<file path="src/rtl/matrix_input_loader.sv">
// Streams a row-major matrix into the multi-matrix store and allocates global slots round-robin.
// Build option: define LOADER_ZERO_FILL_EN so that an aborted load is zero-filled and committed.
module matrix_input_loader #(
  parameter int unsigned DATA_WIDTH = 8,
  parameter int unsigned MAX_SIZE   = 5,
  parameter int unsigned MATRIX_NUM = 8,
  parameter int unsigned IDX_W      = 3,
  parameter int unsigned ADDR_W     = 6,
  parameter int unsigned FIRST_FREE = 4
) (
  input  logic                  clk,
  input  logic                  rst_n,
  input  logic                  start,
  input  logic [2:0]            cfg_row,
  input  logic [2:0]            cfg_col,
  input  logic                  abort,
  input  logic                  in_valid,
  input  logic [DATA_WIDTH-1:0] in_data,
  output logic                  in_ready,
  output logic                  wr_en,
  output logic [IDX_W-1:0]      matrix_idx,
  output logic [2:0]            store_row,
  output logic [2:0]            store_col,
  output logic [ADDR_W-1:0]     wr_addr_in,
  output logic [DATA_WIDTH-1:0] wr_data,
  output logic                  busy,
  output logic                  done,
  output logic                  err,
  output logic [IDX_W-1:0]      load_idx
);

`ifdef LOADER_ZERO_FILL_EN
  typedef enum logic [1:0] {StIdle = 2'd0, StRecv = 2'd1, StFill = 2'd2, StDone = 2'd3} state_e;
`else
  typedef enum logic [1:0] {StIdle = 2'd0, StRecv = 2'd1, StDone = 2'd3} state_e;
`endif

  localparam logic [2:0] MaxDim = 3'(MAX_SIZE);

  state_e                  state_q, state_d;
  logic [2:0]              row_q, row_d, col_q, col_d;
  logic [4:0]              total_q, total_d;
  logic [IDX_W-1:0]        slot_q, slot_d, alloc_q, alloc_d, load_idx_q, load_idx_d;
  logic [ADDR_W-1:0]       cnt_q, cnt_d, cnt_inc, wr_addr_q, wr_addr_d;
  logic [DATA_WIDTH-1:0]   wr_data_q, wr_data_d;
  logic                    wr_en_q, wr_en_d, done_q, done_d, err_q, err_d;
  logic                    dims_ok, last;

  assign dims_ok = (cfg_row != 3'd0) && (cfg_row <= MaxDim) &&
                   (cfg_col != 3'd0) && (cfg_col <= MaxDim);
  assign cnt_inc = cnt_q + 1'b1;
  // True when the write at cnt_q is the final address of the matrix.
  assign last    = (cnt_inc == ADDR_W'(total_q));

  always_comb begin
    state_d    = state_q;
    row_d      = row_q;
    col_d      = col_q;
    total_d    = total_q;
    slot_d     = slot_q;
    cnt_d      = cnt_q;
    alloc_d    = alloc_q;
    load_idx_d = load_idx_q;
    wr_en_d    = 1'b0;
    wr_addr_d  = '0;
    wr_data_d  = '0;
    done_d     = 1'b0;
    err_d      = 1'b0;
    unique case (state_q)
      StIdle: begin
        if (start) begin
          if (dims_ok) begin
            row_d   = cfg_row;
            col_d   = cfg_col;
            total_d = {2'b00, cfg_row} * {2'b00, cfg_col};
            slot_d  = alloc_q;
            cnt_d   = '0;
            state_d = StRecv;
          end else begin
            err_d = 1'b1;
          end
        end
      end
      StRecv: begin
        if (abort) begin
`ifdef LOADER_ZERO_FILL_EN
          state_d = StFill;
`else
          state_d = StIdle;
`endif
        end else if (in_valid) begin
          wr_en_d   = 1'b1;
          wr_addr_d = cnt_q;
          wr_data_d = in_data;
          cnt_d     = cnt_inc;
          if (last) state_d = StDone;
        end
      end
`ifdef LOADER_ZERO_FILL_EN
      StFill: begin
        wr_en_d   = 1'b1;
        wr_addr_d = cnt_q;
        cnt_d     = cnt_inc;
        if (last) state_d = StDone;
      end
`endif
      StDone: begin
        state_d    = StIdle;
        done_d     = 1'b1;
        load_idx_d = slot_q;
        alloc_d    = (slot_q == IDX_W'(MATRIX_NUM - 1)) ? '0 : slot_q + 1'b1;
      end
      default: state_d = StIdle;
    endcase
  end

  always_ff @(posedge clk or negedge rst_n) begin
    if (!rst_n) begin
      state_q    <= StIdle;
      row_q      <= '0;
      col_q      <= '0;
      total_q    <= '0;
      slot_q     <= '0;
      cnt_q      <= '0;
      alloc_q    <= IDX_W'(FIRST_FREE);
      load_idx_q <= '0;
      wr_en_q    <= 1'b0;
      wr_addr_q  <= '0;
      wr_data_q  <= '0;
      done_q     <= 1'b0;
      err_q      <= 1'b0;
    end else begin
      state_q    <= state_d;
      row_q      <= row_d;
      col_q      <= col_d;
      total_q    <= total_d;
      slot_q     <= slot_d;
      cnt_q      <= cnt_d;
      alloc_q    <= alloc_d;
      load_idx_q <= load_idx_d;
      wr_en_q    <= wr_en_d;
      wr_addr_q  <= wr_addr_d;
      wr_data_q  <= wr_data_d;
      done_q     <= done_d;
      err_q      <= err_d;
    end
  end

  assign busy       = (state_q != StIdle);
  assign in_ready   = (state_q == StRecv) && !abort;
  assign matrix_idx = busy ? slot_q : '0;
  assign store_row  = busy ? row_q : '0;
  assign store_col  = busy ? col_q : '0;
  assign wr_en      = wr_en_q;
  assign wr_addr_in = wr_addr_q;
  assign wr_data    = wr_data_q;
  assign done       = done_q;
  assign err        = err_q;
  assign load_idx   = load_idx_q;

endmodule

</file>
<file path="config.mk">
export PLATFORM = sky130hd
export DESIGN_NAME = matrix_input_loader
export DESIGN_NICKNAME = d
export VERILOG_FILES = /design/src/rtl/matrix_input_loader.sv
export SDC_FILE = /design/constraint.sdc
export NUM_CORES = 1
export LEC_CHECK = 0
export ABC_AREA = 0
export BUFFER_PORTS_ARGS = -buffer_cell sky130_fd_sc_hd__buf_2
export CAP_MARGIN = 40
export CORE_AREA = 2 2 65 67
export CTS_CLUSTER_SIZE = 10
export DETAILED_ROUTE_END_ITERATION = 8
export DIE_AREA = 0 0 67 69
export GPL_TIMING_DRIVEN = 0
export MAX_ROUTING_LAYER = met4
export PLACE_DENSITY_LB_ADDON = 0.2
export SLEW_MARGIN = 15
export SYNTH_ARGS = -nofsm -noshare
export SYNTH_HDL_FRONTEND = slang
export SYNTH_SLANG_ARGS = --single-unit
export TNS_END_PERCENT = 50
</file>
<file path="constraint.sdc">
create_clock -name clk -period 3.2 [get_ports clk]
set_clock_uncertainty 0.05 [all_clocks]
set_input_delay 0.64 -clock clk [delete_from_list [all_inputs] [get_ports clk]]
set_output_delay 0.64 -clock clk [all_outputs]
set_load 0.02 [all_outputs]
</file>
==> impl_metrics.ini, run 1 <==
[global_routing]
overflow = 0
grt_antenna_before_repair = 0
grt_pass1_wl_um = 6680
grt_usage = 0.193
grt_max_degree = 30
grt_pass1_vias = 1483

[place]
place.port_buffers = 49
gp_congestion = 0.770
placed_area_sq_um = 2430
dp_hpwl_um = 2890

[synth]
netlist.area_leader.share = 0.524
ys_seq_area_frac = 0.537
avgSynthCellArea_sq_um = 10.7
postSynth.asyncResetShare = 1.00
synth_edf_count = 0
synth_area_sq_um = 2100
synth_fp_nets = 224
synth-seq-cells = 45
ys_warn_count = 0
ys_types = 40
synthCells = 197
synth_area_leaders = dfrtp_1 52%, nand2_1 8.9%, and2_1 5.7%
yosys.area.top_type = dfrtp_1
synth-main-ff-cell = dfrtp_1

[timing]
fin_crit_ps = 2310
rsz0062_at_grt = no
relSlewSlack = 0.589
final_hold_viol_count = 0
tightest_slew_ps = 615
tns_ps = 0
finalSetupViolations = 0
final_max_slew_viol_count = 0
timing.final.crit_share = 0.723
max_freq_mhz = 432

[final_layout]
n_antenna_cell = 0
drive_gt1_frac = 0.306
multi_input_area_sq_um = 907
final_area_sq_um = 2520
fillers = 349
nets = 281
seq_area_sq_um = 1130
syn_to_final_growth_pct = 19.9

[die]
core-area_sq_um = 3910
rows = 23
design.portCount = 50
start_util = 0.537
die-height_um = 69
dieWidth_um = 67
dieArea_sq_um = 4620

[worst_setup_path]
crit_chain = buf_2, nand2_1, fa_1, inv_1, ha_1, fa_1, xnor2_1, xnor2_1, o21ai_0
required_ps = 3330
cp_max_fo = 6
cpMaxStageDelayCell = fa_1
worstSetupPathType = in2reg
crit_path_end_kind = flop
worstPathArrival_ps = 2440
start_kind = primary input
max_stage_delay_ps = 550

[route]
vias = 1516
vias_per_cell = 4.97
totalWireLength_um = 3850
dr.pass1.iters = 4
routedWlPerCell_um = 12.6
ant_nets = 0
drc = 0
drt_iter0_drc = 33

[run]
cap_viol_max_count = 0

[run_status]
outcome = finished clean

[worst_hold_path]
hp-class = in2async

[clocking]
cts-htree-levels = 2
postCtsResizedCells = 0
cts_buffers = 5
clkLatencyLatePin_ps = 300
cts_tree = done
clock_path_buffers = 2
clk_pin_slew_ps = 80
postCtsHoldBufs = 0
cts_sinks = 45
root_buffer = clkbuf_8
post_cts_buffers = 0

[power_and_ir_drop]
power.density_nw_per_um2 = 507
leakage_nw = 1.41
ir_worst_vdd_mv = 0.250
Yosys cell counts, types with 2 or more instances:
master / number
buf_2: 2
fa_1: 2
o21ai_1: 2
nand2_1: 50
xnor2_1: 5
and2_1: 19
nand3_1: 8
buf_6: 3
inv_1: 4
a21oi_1: 2
nor2_1: 2
o21ai_0: 3
xor2_1: 4
nor3_1: 3
nor2b_1: 9
dfrtp_1: 44
mux2_2: 5
ha_1: 6
a21o_1: 3
area by class of cell:
type                            count  share of cell area
Sequential cell                    45               0.448
Multi-Input combinational cell    141               0.360
Buffer                              6              0.0189
Clock inverter                      3             0.00845
Tap cell                           50              0.0248
Timing Repair Buffer               50               0.105
Inverter                            5             0.00745
Clock buffer                        5              0.0273
state kept, by name, summed over array words and instances (netlist names), 5 cells and up:
| name | cells |
|---|---|
| wr_data | 8 |
| cnt_q | 6 |
| wr_addr_in | 6 |
| total_q | 5 |
layer usage:
layer	global-route usage	part of all wire	up-vias
met5	-	0	-
met4	0.0544	0.013	0
met3	0.0440	0.055	6
met2	0.318	0.50	41
met1	0.234	0.43	711
li1	-	-	758
metrics by stage:
step / hold WS, ps / setup WS [ps] / total power [mW] / util / instances
after global placement: 395 / 597 / 0.933 / 0.615 / 296
final: 211 / 887 / 1.28 / 0.644 / 305
after detailed placement: 403 / 553 / 0.942 / 0.621 / 297
after global routing: 243 / 760 / 1.35 / 0.644 / 305
after floorplan: 294 / 821 / 0.855 / - / 197
after CTS: 222 / 882 / 1.29 / 0.644 / 305
logic make-up (layout without fill, tap and decap cells):
logic type | count (synthesis) | count (layout) | share of synthesized area
xor gates and xnor gates | 9 | 9 | 0.0375
DFF | 45 | 45 | 0.537
AOI/OAI and AO/OA | 13 | 13 | 0.0405
buffers and inverters | 11 | 69 | 0.0316
and+or+nand+nor | 105 | 105 | 0.267
muxes | 6 | 6 | 0.0316
adders and majority gates | 8 | 8 | 0.0548
power breakdown:
| part | internal (mW) | leakage [nW] | switching [mW] | total, mW |
|---|---|---|---|---|
| registers | 0.628 | 0.605 | 0.0460 | 0.674 |
| clock network | 0.155 | 0.0445 | 0.194 | 0.349 |
| logic | 0.109 | 0.761 | 0.144 | 0.253 |
| total | 0.893 | 1.41 | 0.384 | 1.28 |
placed cells by master, fill, tap and decap left out, types with 2 or more instances in the layout:
| master | Yosys | layout |
|---|---|---|
| buf_2 | 2 | 51 |
| nand2_1 | 50 | 50 |
| dfrtp_1 | 44 | 44 |
| and2_1 | 19 | 19 |
| nor2b_1 | 9 | 9 |
| nand3_1 | 8 | 8 |
| ha_1 | 6 | 6 |
| mux2_2 | 5 | 5 |
| xnor2_1 | 5 | 5 |
| clkbuf_8 | 0 | 5 |
| inv_1 | 4 | 4 |
| xor2_1 | 4 | 4 |
| buf_6 | 3 | 3 |
| o21ai_0 | 3 | 3 |
| nor3_1 | 3 | 3 |
| a21o_1 | 3 | 3 |
| nor2_1 | 2 | 2 |
| o21ai_1 | 2 | 2 |
| a21oi_1 | 2 | 2 |
| fa_1 | 2 | 2 |
worst paths after layout:
kind	startpoint	to	slack (ps)	cells past startpoint
max in group asynchronous	rst_n	alloc_q[2]	2340	2
hold reg to reg	alloc_q[1]	slot_q[1]	420	2
min in group clk	alloc_q[1]	slot_q[1]	420	2
hold / removal	rst_n	cnt_q[4]	210	1
setup / recovery	cfg_col[2]	total_q[4]	890	9
setup reg to reg	state_q[1]	col_q[1]	1450	5
worst max-delay path: cells and delay by family:
family          cells  cell delay, ps
xor+xnor            2             320
fa+ha+maj           3            1120
compound gates      1              80
buf+inv             2             190
simple gates        1             100
No activity file was read; power rests on OpenSTA's default activity.
==> inputs of run 2 (changes only) <==
--- a/config.mk
+++ b/config.mk
@@ -8,10 +8,10 @@
 export ABC_AREA = 0
 export BUFFER_PORTS_ARGS = -buffer_cell sky130_fd_sc_hd__buf_2
 export CAP_MARGIN = 40
-export CORE_AREA = 2 2 65 67
+export CORE_AREA = 2 2 66 68
 export CTS_CLUSTER_SIZE = 10
 export DETAILED_ROUTE_END_ITERATION = 8
-export DIE_AREA = 0 0 67 69
+export DIE_AREA = 0 0 68 70
 export GPL_TIMING_DRIVEN = 0
 export MAX_ROUTING_LAYER = met4
 export PLACE_DENSITY_LB_ADDON = 0.2
==> constraint.sdc (replaced) <==
create_clock -name clk -period 2.2 [get_ports clk]
set_clock_uncertainty 0.05 [all_clocks]
set_input_delay 0.44 -clock clk [delete_from_list [all_inputs] [get_ports clk]]
set_output_delay 0.44 -clock clk [all_outputs]
set_load 0.02 [all_outputs]
==> run 2 against run 1 <==
  * Combinational power increased by 47%
  * Setup slack got worse by 750 ps
  * Critical path depth unchanged
  * Clock-buffer cell count increased by 1
  * Power increased by 47%
  * Sequential share of layout area decreased by 0.51 points
  * Highest routed layer unchanged
==> impl_metrics.ini, run 2 (synthesized netlist as in run 1, its figures left out) <==
[run_status]
outcome = finished clean

[clocking]
cts_sinks = 45
postCtsResizedCells = 0
cts-htree-levels = 2
postCtsHoldBufs = 0
clk_pin_slew_ps = 90
post_cts_buffers = 0
cts_buffers = 5
clkLatencyLatePin_ps = 300
clock_path_buffers = 2
cts_tree = done
root_buffer = clkbuf_8

[power_and_ir_drop]
seqPwrFrac = 0.523
internal_power_mw = 1.33
power.density_nw_per_um2 = 738
clkPwrFrac = 0.279
switchingPower_mw = 0.549
ir_worst_vdd_mv = 0.432
pwr-share-comb = 0.198
leakage_nw = 1.42
p_sw_frac = 0.292

[place]
place.port_buffers = 49
post-place-ws_ps = -236
dp_hpwl_um = 2810
gp_congestion = 0.758
dp.cells = 299

[final_layout]
drive_gt1_frac = 0.318
final_common_cell = buf_2
syn_to_final_growth_pct = 21.3
stdcell_count = 307
final_cell_mix = 51 x buf_2, 50 x nand2_1, 44 x dfrtp_1
nets = 281
n_antenna_cell = 0
largest_register_ffs = 8

[worst_setup_path]
r2r_setup_slack_ps = 450
required_ps = 2320
worst_r2r_path_depth = 5
cpMaxStageDelayCell = fa_1
worstPathArrival_ps = 2180
crit_family = adder cells
start_kind = primary input
crit_path_end_kind = flop
reg2reg_from = state_q[1]
max_stage_delay_ps = 530
worstSetupPathType = in2reg
reg2reg_to = total_q[1]
crit_chain = buf_2, nand2_1, fa_1, inv_1, ha_1, fa_2, xnor2_2, xnor2_1, o21ai_0
cp_max_fo = 6
critical_path_buf_inv_count = 2

[timing]
finalSetupViolations = 0
final_max_slew_viol_count = 0
final_hold_viol_count = 0
fin_crit_ps = 2070
rsz0062_at_grt = no
relSlewSlack = 0.653
timing.final.crit_share = 0.939
timing.final.ws_setup_ps = 135
tightest_slew_ps = 521
max_freq_mhz = 484

[global_routing]
overflow = 0
grt_pass1_vias = 1490
grt_max_degree = 26
grt_antenna_before_repair = 0
grt_pass1_wl_um = 6630
grt_usage = 0.187

[route]
drc = 0
routed-wl-met3_um = 249
ant_nets = 0
vias = 1512
highest_layer = met4
routedWlPerCell_um = 12.5
drt-met1-wl_um = 1720
dr.pass1.iters = 4
drt_iter0_drc = 69
totalWireLength_um = 3830
met2_wirelength_um = 1820
vias_per_cell = 4.93

[run]
cap_viol_max_count = 0

[die]
core-area_sq_um = 4140
design.portCount = 50
rows = 24
dieWidth_um = 68
start_util = 0.507
die-height_um = 70
dieArea_sq_um = 4760

[worst_hold_path]
hp-class = in2async
==> run 2: power groups by stage <==
stage,Sequential [mW],Clock [mW],Combinational (mW)
after floorplan,0.992,0,0.252
after global placement,0.998,0,0.361
after detailed placement,1.00,0,0.376
after CTS,0.984,0.540,0.378
after global routing,0.998,0.569,0.428
final,0.984,0.524,0.372
==> run 2: worst max-delay path by stage <==
stage | start | to | slack, ps | depth (start not counted)
detailed placement | cfg_col[2] | total_q[4] | -240 | 9
CTS | cfg_col[2] | total_q[4] | 70 | 9
global placement | cfg_col[2] | total_q[4] | -210 | 9
floorplan | cfg_col[2] | total_q[4] | 20 | 8
global route | cfg_col[2] | total_q[4] | 20 | 9
finish | cfg_col[2] | total_q[4] | 130 | 9
==> run 2: worst register-to-register path: cells and delay by family (launching register included) <==
kind / cells / cell delay, ps
buffers and inverters: 1 / 290
flip-flops: 1 / 470
AND/OR/NAND/NOR: 4 / 860
==> run 2: layout make-up <==
class	instances	area [sq um]
Buffer	6	47.5
Clock buffer	6	82.6
Clock inverter	2	13.8
Fill cell	344	1600
Inverter	5	18.8
Multi-Input combinational cell	141	920
Sequential cell	45	1130
Tap cell	52	65.1
Timing Repair Buffer	50	273
==> run 2: layer usage <==
layer / vias to the layer above / track usage
met3: 4 / 0.0499
met5: - / -
met4: 0 / 0.0400
li1: 758 / -
met2: 40 / 0.296
met1: 710 / 0.240
==> run 2: stage by stage <==
stage | power (mW) | utilization | hold slack (ps) | setup TNS (ps) | cell area (sq um)
6_report | 1.88 | 0.615 | 63.7 | 0 | 2550
5_1_grt | 2.00 | 0.615 | 91.1 | 0 | 2550
4_1_cts | 1.90 | 0.612 | 73.9 | 0 | 2530
3_5_place_dp | 1.38 | 0.588 | 392 | -236 | 2440
3_3_place_gp | 1.36 | 0.582 | 397 | -210 | 2410
2_1_floorplan | 1.24 | - | 94.4 | 0 | 2100
